<file path="config.mk">
export PLATFORM = sky130hd
export DESIGN_NAME = rom_arbiter
export DESIGN_NICKNAME = d
export VERILOG_FILES = /design/src/rtl/rom_arb_pkg.sv /design/src/rtl/rom_arb_tag_pipe.sv /design/src/rtl/rom_arbiter.sv
export SDC_FILE = /design/constraint.sdc
export NUM_CORES = 1
export LEC_CHECK = 0
export ABC_CLOCK_PERIOD_IN_PS = 2200
export BUFFER_PORTS_ARGS = -buffer_cell sky130_fd_sc_hd__buf_2
export CAP_MARGIN = 20
export CORE_UTILIZATION = 25
export DETAILED_ROUTE_END_ITERATION = 10
export GPL_ROUTABILITY_DRIVEN = 1
export SYNTH_ARGS = -nofsm -noshare
export SYNTH_HDL_FRONTEND = slang
export SYNTH_SLANG_ARGS = --single-unit
</file>
<file path="constraint.sdc">
create_clock -name clk -period 2.2 [get_ports clk]
set_input_delay 0.11 -clock clk [delete_from_list [all_inputs] [get_ports clk]]
set_output_delay 0.11 -clock clk [all_outputs]
set_load 0.01 [all_outputs]
</file>
<file path="src/rtl/rom_arb_pkg.sv">
// Shared types and defaults for the two-requester image-ROM arbiter.
// The tag travels alongside each ROM read so the returned pixel finds its requester.
package rom_arb_pkg;

   typedef enum logic {
      ARB    = 1'b0,
      LOCKED = 1'b1
   } arb_state_e;

   typedef struct packed {
      logic valid;
      logic id;
   } tag_t;

   localparam int ROM_LAT_DEF  = 1;
   localparam int LOCK_MAX_DEF = 64;

   function automatic logic [1:0] id_onehot(input logic id);
      return id ? 2'b10 : 2'b01;
   endfunction

endpackage

</file>
<file path="src/rtl/rom_arb_tag_pipe.sv">
// Fixed-depth delay line for {valid, id} tags, matching the ROM address-to-pixel path.
// Reset invalidates every stage so reads in flight at reset never return.
module rom_arb_tag_pipe
   import rom_arb_pkg::*;
#(
   parameter int DEPTH = 2
) (
   input  logic clk,
   input  logic rst,
   input  tag_t tag_in,
   output tag_t tag_out
);

   tag_t tag_p [DEPTH];

   always_ff @(posedge clk or negedge rst) begin
      if (!rst) begin
         for (int i = 0; i < DEPTH; i++) begin
            tag_p[i] <= '0;
         end
      end else begin
         tag_p[0] <= tag_in;
         for (int i = 1; i < DEPTH; i++) begin
            tag_p[i] <= tag_p[i-1];
         end
      end
   end

   assign tag_out = tag_p[DEPTH-1];

endmodule

</file>
<file path="src/rtl/rom_arbiter.sv">
// Two-requester arbiter in front of a shared image ROM: alternating priority on ties,
// optional bounded lock by one requester, and tagged return of the pixel to its owner.
module rom_arbiter
   import rom_arb_pkg::*;
#(
   parameter int ADDR_W   = 12,
   parameter int DATA_W   = 12,
   parameter int ROM_LAT  = ROM_LAT_DEF,
   parameter int LOCK_MAX = LOCK_MAX_DEF
) (
   input  logic              clk,
   input  logic              rst,
   input  logic [1:0]        req,
   input  logic [1:0]        lock,
   input  logic [ADDR_W-1:0] addr0,
   input  logic [ADDR_W-1:0] addr1,
   output logic [1:0]        gnt,
   output logic [1:0]        rvalid,
   output logic [DATA_W-1:0] rdata,
   output logic [ADDR_W-1:0] rom_addr,
   input  logic [DATA_W-1:0] rom_pixel
);

   localparam logic [7:0] CNT_LAST = 8'(LOCK_MAX - 1);

   arb_state_e  state, state_nxt;
   logic        owner, owner_nxt;
   logic        last_id, last_id_nxt;
   logic [7:0]  lock_cnt, lock_cnt_nxt;
   logic [1:0]  acc_vec;
   logic        acc;
   logic        acc_id;
   tag_t        tag_in;
   tag_t        tag_out;

   // Grant decode; held low while reset is asserted.
   always_comb begin
      gnt = 2'b00;
      if (rst) begin
         if (state == ARB) begin
            case (req)
               2'b01:   gnt = 2'b01;
               2'b10:   gnt = 2'b10;
               2'b11:   gnt = last_id ? 2'b01 : 2'b10;
               default: gnt = 2'b00;
            endcase
         end else begin
            gnt = req & id_onehot(owner);
         end
      end
   end

   assign acc_vec = req & gnt;
   assign acc     = |acc_vec;
   assign acc_id  = acc_vec[1];

   always_comb begin
      state_nxt    = state;
      owner_nxt    = owner;
      last_id_nxt  = last_id;
      lock_cnt_nxt = lock_cnt;
      if (acc) begin
         last_id_nxt = acc_id;
      end
      case (state)
         ARB: begin
            if (acc && lock[acc_id]) begin
               state_nxt    = LOCKED;
               owner_nxt    = acc_id;
               lock_cnt_nxt = 8'd0;
            end
         end
         LOCKED: begin
            lock_cnt_nxt = lock_cnt + 8'd1;
            // Timeout wins over the owner's lock so the other drawer cannot starve.
            if (lock_cnt == CNT_LAST) begin
               state_nxt   = ARB;
               last_id_nxt = owner;
            end else if (acc && !lock[owner]) begin
               state_nxt = ARB;
            end
         end
         default: state_nxt = ARB;
      endcase
   end

   always_ff @(posedge clk or negedge rst) begin
      if (!rst) begin
         state    <= ARB;
         owner    <= 1'b0;
         last_id  <= 1'b1;
         lock_cnt <= 8'd0;
      end else begin
         state    <= state_nxt;
         owner    <= owner_nxt;
         last_id  <= last_id_nxt;
         lock_cnt <= lock_cnt_nxt;
      end
   end

   // p0: accepted address launched to the ROM, tag enters the delay line.
   always_ff @(posedge clk or negedge rst) begin
      if (!rst) begin
         rom_addr <= '0;
      end else if (acc) begin
         rom_addr <= acc_id ? addr1 : addr0;
      end
   end

   assign tag_in = '{valid: acc, id: acc_id};

   rom_arb_tag_pipe #(
      .DEPTH (1 + ROM_LAT)
   ) u_tag_pipe (
      .clk     (clk),
      .rst     (rst),
      .tag_in  (tag_in),
      .tag_out (tag_out)
   );

   // p1: pixel and its tag arrive together; capture and steer the valid pulse.
   always_ff @(posedge clk or negedge rst) begin
      if (!rst) begin
         rvalid <= 2'b00;
         rdata  <= '0;
      end else begin
         rvalid <= tag_out.valid ? id_onehot(tag_out.id) : 2'b00;
         if (tag_out.valid) begin
            rdata <= rom_pixel;
         end
      end
   end

endmodule
</file>
==> results.py <==
metrics = {
    "power": {
        "p_leak_nw": 1.09,
        "ir_drop_mv": 0.401,
        "p_per_area_nw_per_um2": 1070,
        "power_mw": 2.52,
    },
    "clocking": {
        "cts-root-buf": "clkbuf_8",
        "ctsHtreeMaxLevel": 2,
        "numCtsBuffers": 5,
        "tritoncts": "yes",
        "post-cts-setup-buffer-count": 0,
        "ctsResizeCount": 0,
        "clock_latency_ps": 280,
        "cts_buffer_depth": 2,
        "cts.sinks": 41,
        "path_clk_slew_ps": 80,
    },
    "finish": {
        "fin_area_um2": 2360,
        "nNetsFinal": 265,
        "drive_gt1_frac": 0.444,
        "area_growth_pct": 30.5,
        "final_cells": 319,
        "n_antenna_cell": 0,
    },
    "place": {
        "hpwl_um": 2630,
        "dpl_cell_area_um2": 2250,
        "dpl.cell_count": 310,
        "portBuffers": 69,
        "pre_cts_ws_ps": 348,
        "place.gp.congestion": 0.783,
    },
    "grt": {
        "antenna_found_initial": 0,
        "grt_first_pass_wirelength_um": 5850,
        "grt_pass1_vias": 1273,
        "gr-total-overflow": 0,
        "grt_use_total": 0.101,
        "grt_max_degree": 40,
    },
    "timing": {
        "fmax_mhz": 543,
        "setup-tns-final_ps": 0,
        "slew_violations": 0,
        "clock_skew_ps": 4.49,
        "relSlewSlack": 0.677,
        "tightest_slew_ps": 484,
        "grt_setup_unrepaired": "false",
        "post-route-period-util": 0.836,
        "finalHoldViolCount": 0,
        "final-setup-viol-count": 0,
        "fin_crit_ps": 1840,
        "worst_slack_ps": 360,
    },
    "detailed_routing": {
        "wl_per_cell_um": 11.2,
        "drc": 0,
        "vias_per_cell": 4.15,
        "vias": 1323,
        "routed_wirelength_um": 3570,
        "top_layer_used": "met4",
        "wl_met3_um": 225,
        "drt_first_pass_iters": 4,
        "wl_met2_um": 1660,
        "met1_length_um": 1630,
        "antenna_left": 0,
        "drtIter0Drc": 54,
    },
    "yosys": {
        "avgSynthCellArea_um2": 12.2,
        "post_synth_num_cell_types": 37,
        "synth_top_area_share": 0.552,
        "ys_async_sr_fraction": 1.00,
        "ys_seq_elements": 41,
        "synth_fp_nets": 192,
        "yosysWarnings": 0,
        "synth-main-ff-cell": "dfrtp_1",
        "synthCells": 149,
        "synth_edf_count": 0,
        "synth.most_common_cell": "dfrtp_1",
        "synth_area_leaders": "dfrtp_1, mux2i_1, mux2_2",
        "synth.cell_area_um2": 1810,
        "yosysSeqAreaShare": 0.567,
        "netlist_top_cells_count": "dfrtp_1, nand2_1, mux2i_1",
        "yosysTopAreaCell": "dfrtp_1",
    },
    "critical_path": {
        "startpoint_type": "register",
        "worstPathArrival_ps": 2060,
        "worstPathMaxFanout": 27,
        "end_kind": "register",
        "required_ps": 2420,
        "critical_path_class": "register to register",
    },
    "floorplanning": {
        "die_h_um": 87.1,
        "core_area_um2": 6910,
        "num_rows": 30,
        "die_area_um2": 7590,
        "dieWidth_um": 87.1,
        "ios": 70,
        "start_util": 0.262,
    },
    "outcome": {
        "outcome": "finished, final reports clean",
    },
    "flow_run": {
        "maxCapViolations": 0,
    },
    "hold_path": {
        "hold_class": "primary input to register",
    },
}
==> stage by stage <==
stage	hold WS, ps	utilization
after floorplan	-186	-
after global placement	-56.9	0.326
after detailed placement	-52.9	0.326
after CTS	19.7	0.342
after global routing	22.1	0.342
final	24.0	0.342
==> what timing repair did <==
action / 4_1_cts / 5_1_grt
hold buffers: 1 / 0
endpoints found under the setup margin: 0 / 0
endpoints found under the hold margin: 2 / 0
==> registers in the layout (all words and copies together) (netlist names) <==
register	cells
rvalid	2
state	1
u_tag_pipe.tag_p	2
owner	1
rom_addr	12
u_tag_pipe.tag_out	2
lock_cnt	8
last_id	1
rdata	12
==> cells by family (layout without fill, tap and decap cells) <==
kind of cell | count (synthesis) | count (layout) | synth area share
compound gates | 24 | 24 | 0.0877
xor+xnor | 5 | 5 | 0.0242
fa+ha+maj | 1 | 1 | 0.00690
buf+inv | 10 | 84 | 0.0325
flops | 41 | 41 | 0.567
mux | 29 | 29 | 0.178
simple gates | 39 | 39 | 0.104
==> cells in the final DEF, fill, tap and decap left out, drive strengths merged, types with 2 or more instances in the layout <==
| cell | synthesis | layout |
|---|---|---|
| nand3 | 4 | 4 |
| o21ai | 15 | 15 |
| xor2 | 2 | 2 |
| xnor2 | 3 | 3 |
| dfrtp | 40 | 40 |
| o2111a | 2 | 2 |
| clkbuf | 1 | 7 |
| nor2 | 6 | 6 |
| a21oi | 2 | 2 |
| inv | 3 | 3 |
| mux2 | 13 | 13 |
| buf | 6 | 72 |
| nand2 | 18 | 18 |
| or2 | 2 | 2 |
| mux2i | 16 | 16 |
==> report_power, final <==
group | internal (mW) | switching (mW) | leakage [nW]
sequential | 1.02 | 0.183 | 0.506
clock | 0.283 | 0.240 | 0.0542
combinational | 0.404 | 0.393 | 0.531
total | 1.71 | 0.816 | 1.09
==> layer usage <==
metal	vias to the layer above	track usage
met5	-	0
met4	0	0.0537
met1	613	0.128
met3	4	0.0256
met2	47	0.160
li1	659	-
==> critical path, cell delays in order, from the launching register on <==
cell	delay, ps
dfrtp_1	590
inv_1	190
o2111a_1	330
buf_4	230
o21bai_1	170
mux2_4	250
==> final timing paths <==
path	startpoint	endpoint	slack, ps	cells past startpoint
worst max-delay path	state$_DFF_PN0_	last_id$_DFF_PN1_	360	5
worst min-delay path	addr1[7]	rom_addr[7]$_DFFE_PN0N_	20	3
worst max register to register	state$_DFF_PN0_	last_id$_DFF_PN1_	360	5
worst min register to register	u_tag_pipe.tag_p[2]$_DFF_PN0_	u_tag_pipe.tag_out[0]$_DFF_PN0_	350	0
max in group asynchronous	rst	rom_addr[2]$_DFFE_PN0N_	1320	3
min in group asynchronous	rst	owner$_DFFE_PN0P_	200	2
==> final cells by class <==
class	instances	area, um^2
Tap cell	96	120
Sequential cell	41	1030
Multi-Input combinational cell	98	726
Clock inverter	1	5.00
Clock buffer	7	96.3
Fill cell	731	4540
Inverter	3	11.3
Timing Repair Buffer	73	378
Note: power is estimated with default switching activity, not from simulation.
